===== config.mk =====
export PLATFORM = sky130hd
export DESIGN_NAME = mode_sequencer
export DESIGN_NICKNAME = d
export VERILOG_FILES = /design/src/rtl/mode_sequencer.sv
export SDC_FILE = /design/constraint.sdc
export NUM_CORES = 1
export LEC_CHECK = 0
export BUFFER_PORTS_ARGS = -buffer_cell sky130_fd_sc_hd__buf_2
export CORE_MARGIN = 10
export CORE_UTILIZATION = 42
export DETAILED_ROUTE_END_ITERATION = 12
export PLACE_DENSITY_LB_ADDON = 0.25
export SETUP_SLACK_MARGIN = 0.3
export SLEW_MARGIN = 40
export SYNTH_ARGS = -nofsm -noshare
export SYNTH_HDL_FRONTEND = slang
export SYNTH_SLANG_ARGS = --single-unit

===== constraint.sdc =====
create_clock -name CLK -period 1.9 [get_ports CLK]
set_clock_uncertainty 0.2 [all_clocks]
set_input_delay 0.19 -clock CLK [delete_from_list [all_inputs] [get_ports CLK]]
set_output_delay 0.19 -clock CLK [all_outputs]
set_load 0.005 [all_outputs]

===== src/rtl/mode_sequencer.sv =====
`default_nettype none
// ============================================================================
// Module      : mode_sequencer
// Description : Button-driven mode / time-set editor / run-flag sequencer
//               for the multimode clock.
// Revision    : 1.0  initial release
// ============================================================================
module mode_sequencer #(
    parameter int BLINK_DIV = 50_000_000
) (
    input  logic       CLK,
    input  logic       RST_BTN,
    input  logic       mode_btn,
    input  logic       set_btn,
    input  logic       inc_btn,
    input  logic       ss_btn,
    input  logic [7:0] cur_hours,
    input  logic [7:0] cur_minutes,
    input  logic [7:0] cur_seconds,
    output logic [1:0] mode,
    output logic [1:0] edit_field,
    output logic [7:0] edit_hours,
    output logic [7:0] edit_minutes,
    output logic [7:0] edit_seconds,
    output logic       load,
    output logic       run_timer,
    output logic       run_stopwatch,
    output logic       blink
);

    localparam int                 c_CNT_W   = $clog2(BLINK_DIV);
    localparam logic [c_CNT_W-1:0] c_CNT_MAX = c_CNT_W'(BLINK_DIV - 1);
    localparam logic [7:0]         c_MAX_HR  = 8'h23;
    localparam logic [7:0]         c_MAX_MS  = 8'h59;

    typedef enum logic [1:0] {
        S_RUN    = 2'd0,
        S_EDIT_H = 2'd1,
        S_EDIT_M = 2'd2,
        S_EDIT_S = 2'd3
    } state_t;

    state_t               r_state,   w_state_nxt;
    logic [1:0]           r_mode,    w_mode_nxt;
    logic [7:0]           r_eh,      w_eh_nxt;
    logic [7:0]           r_em,      w_em_nxt;
    logic [7:0]           r_es,      w_es_nxt;
    logic                 r_load,    w_load_nxt;
    logic                 r_run_t,   w_run_t_nxt;
    logic                 r_run_sw,  w_run_sw_nxt;
    logic                 r_blink,   w_blink_nxt;
    logic [c_CNT_W-1:0]   r_bcnt,    w_bcnt_nxt;
    logic                 r_mode_p, r_set_p, r_inc_p, r_ss_p;
    logic                 w_mode_e, w_set_e, w_inc_e, w_ss_e;

    // Non-BCD digits or out-of-range values collapse to 00 on capture.
    function automatic logic [7:0] f_sanitise(input logic [7:0] v, input logic [7:0] max);
        if ((v[3:0] > 4'd9) || (v[7:4] > 4'd9) || (v > max)) begin
            return 8'h00;
        end
        return v;
    endfunction

    function automatic logic [7:0] f_bcd_inc(input logic [7:0] v, input logic [7:0] max);
        if (v == max) begin
            return 8'h00;
        end
        if (v[3:0] == 4'd9) begin
            return {v[7:4] + 4'd1, 4'd0};
        end
        return {v[7:4], v[3:0] + 4'd1};
    endfunction

    assign w_mode_e = mode_btn & ~r_mode_p;
    assign w_set_e  = set_btn  & ~r_set_p;
    assign w_inc_e  = inc_btn  & ~r_inc_p;
    assign w_ss_e   = ss_btn   & ~r_ss_p;

    always_comb begin
        w_state_nxt  = r_state;
        w_mode_nxt   = r_mode;
        w_eh_nxt     = r_eh;
        w_em_nxt     = r_em;
        w_es_nxt     = r_es;
        w_load_nxt   = 1'b0;
        w_run_t_nxt  = r_run_t;
        w_run_sw_nxt = r_run_sw;
        w_blink_nxt  = 1'b0;
        w_bcnt_nxt   = '0;

        if (r_state != S_RUN) begin
            if (r_bcnt == c_CNT_MAX) begin
                w_bcnt_nxt  = '0;
                w_blink_nxt = ~r_blink;
            end else begin
                w_bcnt_nxt  = r_bcnt + 1'b1;
                w_blink_nxt = r_blink;
            end
        end

        case (r_state)
            S_RUN: begin
                if (w_mode_e) begin
                    w_mode_nxt = r_mode + 2'd1;
                end else if (w_set_e) begin
                    if (r_mode != 2'd3) begin
                        w_state_nxt = S_EDIT_H;
                        w_eh_nxt    = f_sanitise(cur_hours,   c_MAX_HR);
                        w_em_nxt    = f_sanitise(cur_minutes, c_MAX_MS);
                        w_es_nxt    = f_sanitise(cur_seconds, c_MAX_MS);
                        w_run_t_nxt = 1'b0;
                        w_blink_nxt = 1'b1;
                        w_bcnt_nxt  = '0;
                    end
                end else if (w_ss_e) begin
                    if (r_mode == 2'd2) begin
                        w_run_t_nxt = ~r_run_t;
                    end else if (r_mode == 2'd3) begin
                        w_run_sw_nxt = ~r_run_sw;
                    end
                end
            end
            default: begin
                if (w_mode_e) begin
                    w_state_nxt = S_RUN;
                    w_blink_nxt = 1'b0;
                    w_bcnt_nxt  = '0;
                end else if (w_set_e) begin
                    // Each field advance restarts the blink phase visible.
                    w_blink_nxt = 1'b1;
                    w_bcnt_nxt  = '0;
                    case (r_state)
                        S_EDIT_H: w_state_nxt = S_EDIT_M;
                        S_EDIT_M: w_state_nxt = S_EDIT_S;
                        default: begin
                            w_state_nxt = S_RUN;
                            w_load_nxt  = 1'b1;
                            w_blink_nxt = 1'b0;
                        end
                    endcase
                end else if (w_inc_e) begin
                    case (r_state)
                        S_EDIT_H: w_eh_nxt = f_bcd_inc(r_eh, c_MAX_HR);
                        S_EDIT_M: w_em_nxt = f_bcd_inc(r_em, c_MAX_MS);
                        default:  w_es_nxt = f_bcd_inc(r_es, c_MAX_MS);
                    endcase
                end
            end
        endcase
    end

    always_ff @(posedge CLK) begin
        if (RST_BTN) begin
            r_state  <= S_RUN;
            r_mode   <= 2'd0;
            r_eh     <= 8'h00;
            r_em     <= 8'h00;
            r_es     <= 8'h00;
            r_load   <= 1'b0;
            r_run_t  <= 1'b0;
            r_run_sw <= 1'b0;
            r_blink  <= 1'b0;
            r_bcnt   <= '0;
            r_mode_p <= 1'b0;
            r_set_p  <= 1'b0;
            r_inc_p  <= 1'b0;
            r_ss_p   <= 1'b0;
        end else begin
            r_state  <= w_state_nxt;
            r_mode   <= w_mode_nxt;
            r_eh     <= w_eh_nxt;
            r_em     <= w_em_nxt;
            r_es     <= w_es_nxt;
            r_load   <= w_load_nxt;
            r_run_t  <= w_run_t_nxt;
            r_run_sw <= w_run_sw_nxt;
            r_blink  <= w_blink_nxt;
            r_bcnt   <= w_bcnt_nxt;
            r_mode_p <= mode_btn;
            r_set_p  <= set_btn;
            r_inc_p  <= inc_btn;
            r_ss_p   <= ss_btn;
        end
    end

    assign mode          = r_mode;
    assign edit_field    = r_state;
    assign edit_hours    = r_eh;
    assign edit_minutes  = r_em;
    assign edit_seconds  = r_es;
    assign load          = r_load;
    assign run_timer     = r_run_t;
    assign run_stopwatch = r_run_sw;
    assign blink         = r_blink;

endmodule
`default_nettype wire


Yosys cells after proc, flatten, opt, wreduce, memory -nomap -nowiden
Index checks and enable logic that the tools add are counted.
- equality and inequality tests: 18
- muxes and demuxes: 125
- add/subtract/negate cells: 8
- $lt $le $gt $ge: 9
- bitwise operators: 14
- reductions and logical operators: 29
- operators with widths (cell ; number):
    8-bit two-way mux ; 42
    26-bit two-way mux ; 8
    1-bit two-way mux ; 68
    26-bit by 1-bit adder with 26-bit output (second input constant) ; 1
    26-bit == test (second input constant) ; 1
    4-bit by 1-bit adder with 4-bit output (second input constant) ; 6
    4-bit > comparator (second input constant) ; 6
    6-bit AND reduction ; 4
    7-bit AND reduction ; 3
    8-bit by 7-bit == test with 1-bit output (second input constant) ; 2
    8-bit by 7-bit > comparator with 1-bit output (second input constant) ; 2
    2-bit nonzero test ; 7
    4-bit == test (second input constant) ; 3
    2-bit two-way mux ; 6
    1-bit inverter ; 10
    3-bit nonzero test ; 3
    8-bit by 6-bit == test with 1-bit output (second input constant) ; 1
    8-bit by 6-bit > comparator with 1-bit output (second input constant) ; 1
    2-bit != test (second input constant) ; 4
    2-bit == test (second input constant) ; 3
    1-bit logical OR ; 6
    2-bit by 1-bit != test with 1-bit output (second input constant) ; 3
    5-bit AND reduction ; 1
    1-bit AND ; 4
    other kinds (8) ; 8
- logic and storage cells: 220
- register bits: 62
- input port bits: 30

Logic depth before layout (Yosys ltp)
- depth after elaboration: 20
- gate-level depth with buffers: 9
- depth with buffers taken out: 7

Least setup slack after synthesis
Ideal clock, no wire load.
- path kind: reg2reg
- start point: register r_state[0] (netlist: edit_field[0])
- end point: register r_es[7] (netlist: edit_seconds[7])
- data arrival time: 1.934 ns
- library setup time: 0.071 ns
- path buffers: 1
- path slack: -0.304 ns
- cell stages (with the launch flop): 8
- clock period less this slack: 2.204 ns
- cells stage by stage: dfxtp_1 -> inv_1 -> ha_1 -> buf_2 -> nor4_1 -> a22oi_1 -> or4_1 -> a21oi_1
- cells in the longest elaborated chain, start to end: 4
- elaborated cells on any way between the ends: 10
- RTL lines (what ; RTL line ; RTL):
    start, declared ; 43 ; state_t r_state, w_state_nxt;
    start signal, assigned ; 169 ; r_state <= w_state_nxt;
    2-bit == test / 2-bit by 1-bit == test with 1-bit output (equally long branches) ; 142 ; case (r_state)
    2-bit OR reduction (no source line) ; -- ;
    2-bit by 1-bit != test with 1-bit output (no source line) ; -- ;
    7-bit AND reduction (no source line) ; -- ;
    end signal, assigned ; 173 ; r_es <= w_es_nxt;
    end, declared ; 47 ; logic [7:0] r_es, w_es_nxt;
Parallel ways exist; a longest one is shown, timed or not.
A chain may end at the register's enable or synchronous reset.

Worst setup path in the final report
Same ends and word-level chain as after synthesis.

==> run summary <==
WL final - 10.5 mm
initial antenna violation count - 0
GR Util All Layers - 17.1%
CTS sink count - 62
peak supply drop - 413 uV
Synth Cell Area - 3380 sq um
Setup-failing EPs final - 29
Post-Syn Area per Cell - 8.40 sq um
number of global-route vias before repair - 3642
ant diodes - 0
reg2reg setup slack - -0.09 ns
CP startpoint kind - register
Leakage - 2.15 nW
Die W - 110 um
first-pass GRT wire length - 16.7 mm
max_slew headroom - 65.8%
Post-synth EDFFs - 0
Max Cap Viol - 0
Reg area - 1260 sq um
via-per-instance ratio - 5.35
DPL Wire Length - 6.82 mm
port bufs - 61
Netlist cell types - 54
die height - 110 um
CTS H-tree depth - 3
largest net degree at the start of global routing - 32
Max Clk Rate - 0.502 GHz
fillers - 578
number of remaining DRC errors - 0
final worst slack - -0.0904 ns
unrepaired setup endpoints after global routing - yes
Longest Clk Path Bufs - 2
Avg WL per Cell - 15.6 um
post-synthesis sequential area ratio - 36.7%
CTS buffer count - 9
die area - 12000 sq um
share of cells above drive strength 1 - 48.0%
failing checks - negative setup slack
DRT iter0 DRCs - 181
fin. max-slew vios - 0
DRT Pass-1 Iters - 4
Syn Inst Count - 403
Final #Nets - 614
final design utilization - 69.7%
reg2reg path depth - 7
worst endpoint required time - 1.98 ns
final period utilization - 105%
Period minus WS final - 1.99 ns
CP arrival - 2.07 ns
top cells by area, synth - dfxtp_1 37%, ha_1 7.0%, nor2_1 6.2%
slew at the pin closest to its max-slew limit - 0.506 ns
vias post-DR - 3587
CTS tree - done
status - complete, but fails checks
FP Rows - 32
Yosys reg bits - 62
Post-DRT Antenna Nets - 0
pwr dens - 633 nW/um^2
Layout area overhead - 60.0%
Synth top area share - 36.7%
RR Endpoint - edit_seconds[7]
most frequent cell after synthesis - dfxtp_1
ys flop type - dfxtp_1
CP endpoint - edit_seconds[7]
Post-synth top cells - 62 x dfxtp_1, 56 x nor2_1, 27 x a21oi_1, 25 x nand2_1
Critical Path Source - edit_field[0]
Crit Path Max Fanout - 7
endpoint class of the critical path - register
worst skew pair latency - 0.35 ns
core area - 7770 sq um
Worst Hold Class - input port to register
Initial Util - 43.6%
grt ovf - 0
CTS root buf - clkbuf_8
Reg clk slew, reported paths - 0.07 ns
Total Power - 3.43 mW
share of flip-flops with an asynchronous set or reset - 0%
YS warnings - 0
Final Hold Fails - 0
WS Path Type - register to register
Routability Congestion - 0.912
R2R Path Start - edit_field[0]
leading area contributor after synthesis - dfxtp_1
syn nets - 452
IO Pins - 62
area of the multi-input gates - 2490 sq um
-- metal layers --
metal	part of all wire [%]	GRT usage (%)	routed length, um
met5	0	0	0
met4	0.93	6.88	97
met3	4.3	3.63	455
met2	52	30.6	5470
met1	42	19.3	4440
-- kinds of logic after synthesis --
logic type / count (synthesis) / share of synthesized area (%)
AOI/OAI and AO/OA: 87 / 16.9
xor gates and xnor gates: 26 / 6.73
adders and majority gates: 19 / 7.03
buffers and inverters: 34 / 4.40
DFF: 62 / 36.7
muxes: 3 / 0.888
and+or+nand+nor: 172 / 27.4
-- placed cells by master (no fill, tap or decap), drive strengths merged, types with 3 or more instances in the layout --
master	instances
nand3	19
o32ai	3
o31ai	3
or4	5
nor2	56
nand4	9
clkinv	4
nor3b	4
dfxtp	62
mux2i	3
nor4b	3
o21ai	19
dlygate4sd3	14
nand3b	6
nor2b	9
o22ai	3
or2	3
buf	152
o2bb2ai	3
a221oi	4
xor2	16
ha	19
clkbuf	10
nand2	25
nor4	8
nand2b	5
nor3	5
a21oi	28
a211oi	9
inv	18
o21a	4
or3	3
xnor2	10
-- where the power goes --
group | internal [mW] | switching, mW | total (mW)
registers | 1.34 | 0.0331 | 1.38
logic | 0.407 | 0.387 | 0.795
clock network | 0.725 | 0.533 | 1.26
-- worst max-delay path, cell delays in order (launching register included) --
cell     delay, ns
dfxtp_2       0.34
inv_2         0.05
ha_4          0.20
buf_6         0.14
nor4_4        0.24
a22oi_2       0.10
or4_1         0.50
a21oi_1       0.14
-- cell type report --
| cell class | instances | area share, % |
|---|---|---|
| Inverter | 19 | 1.32 |
| Sequential cell | 62 | 23.4 |
| Multi-Input combinational cell | 307 | 46.0 |
| Clock buffer | 10 | 2.36 |
| Timing Repair Buffer | 166 | 23.2 |
| Tap cell | 102 | 2.36 |
| Clock inverter | 5 | 1.39 |
-- registers in the layout (all words and copies together), names as in the netlist --
register / count
load: 1
mode: 2
r_ss_p: 1
edit_minutes: 8
r_bcnt: 26
edit_field: 2
r_set_p: 1
r_inc_p: 1
blink: 1
run_stopwatch: 1
r_mode_p: 1
edit_hours: 8
run_timer: 1
edit_seconds: 8
-- worst min path at each step --
stage / cells after the start / end / startpoint / slack, ns
3_3_place_gp: 2 / r_ss_p / ss_btn / 0.21
5_1_grt: 3 / edit_hours[1] / cur_hours[1] / 0.04
6_report: 3 / edit_hours[1] / cur_hours[1] / 0.03
3_5_place_dp: 2 / r_ss_p / ss_btn / 0.22
2_1_floorplan: 1 / r_inc_p / inc_btn / 0.12
4_1_cts: 3 / edit_hours[0] / cur_hours[0] / 0.01
-- per-stage QoR --
step                      instance area (sq um)  hold WS, ns  setup WS [ns]  TNS, ns  instances
final                                      5410       0.0306        -0.0904    -1.31        671
after global routing                       5410       0.0422         -0.156    -4.04        671
after CTS                                  5130       0.0129        -0.0959    -2.00        661
after detailed placement                   4320        0.219         -0.103    -1.99        614
after global placement                     4320        0.210        -0.0415   -0.757        614
after floorplan                            3520        0.118        -0.0781    -1.19        403
-- what timing repair did --
action / in CTS / in global routing
pin swaps: 48 / 26
setup endpoints to repair: 55 / 57
cloned: 0 / 0
endpoints found under the hold margin: 13 / 1
hold buffers: 13 / 1
resized for setup: 92 / 54
setup buffers: 19 / 9
Note: power is estimated with default switching activity, not from simulation.
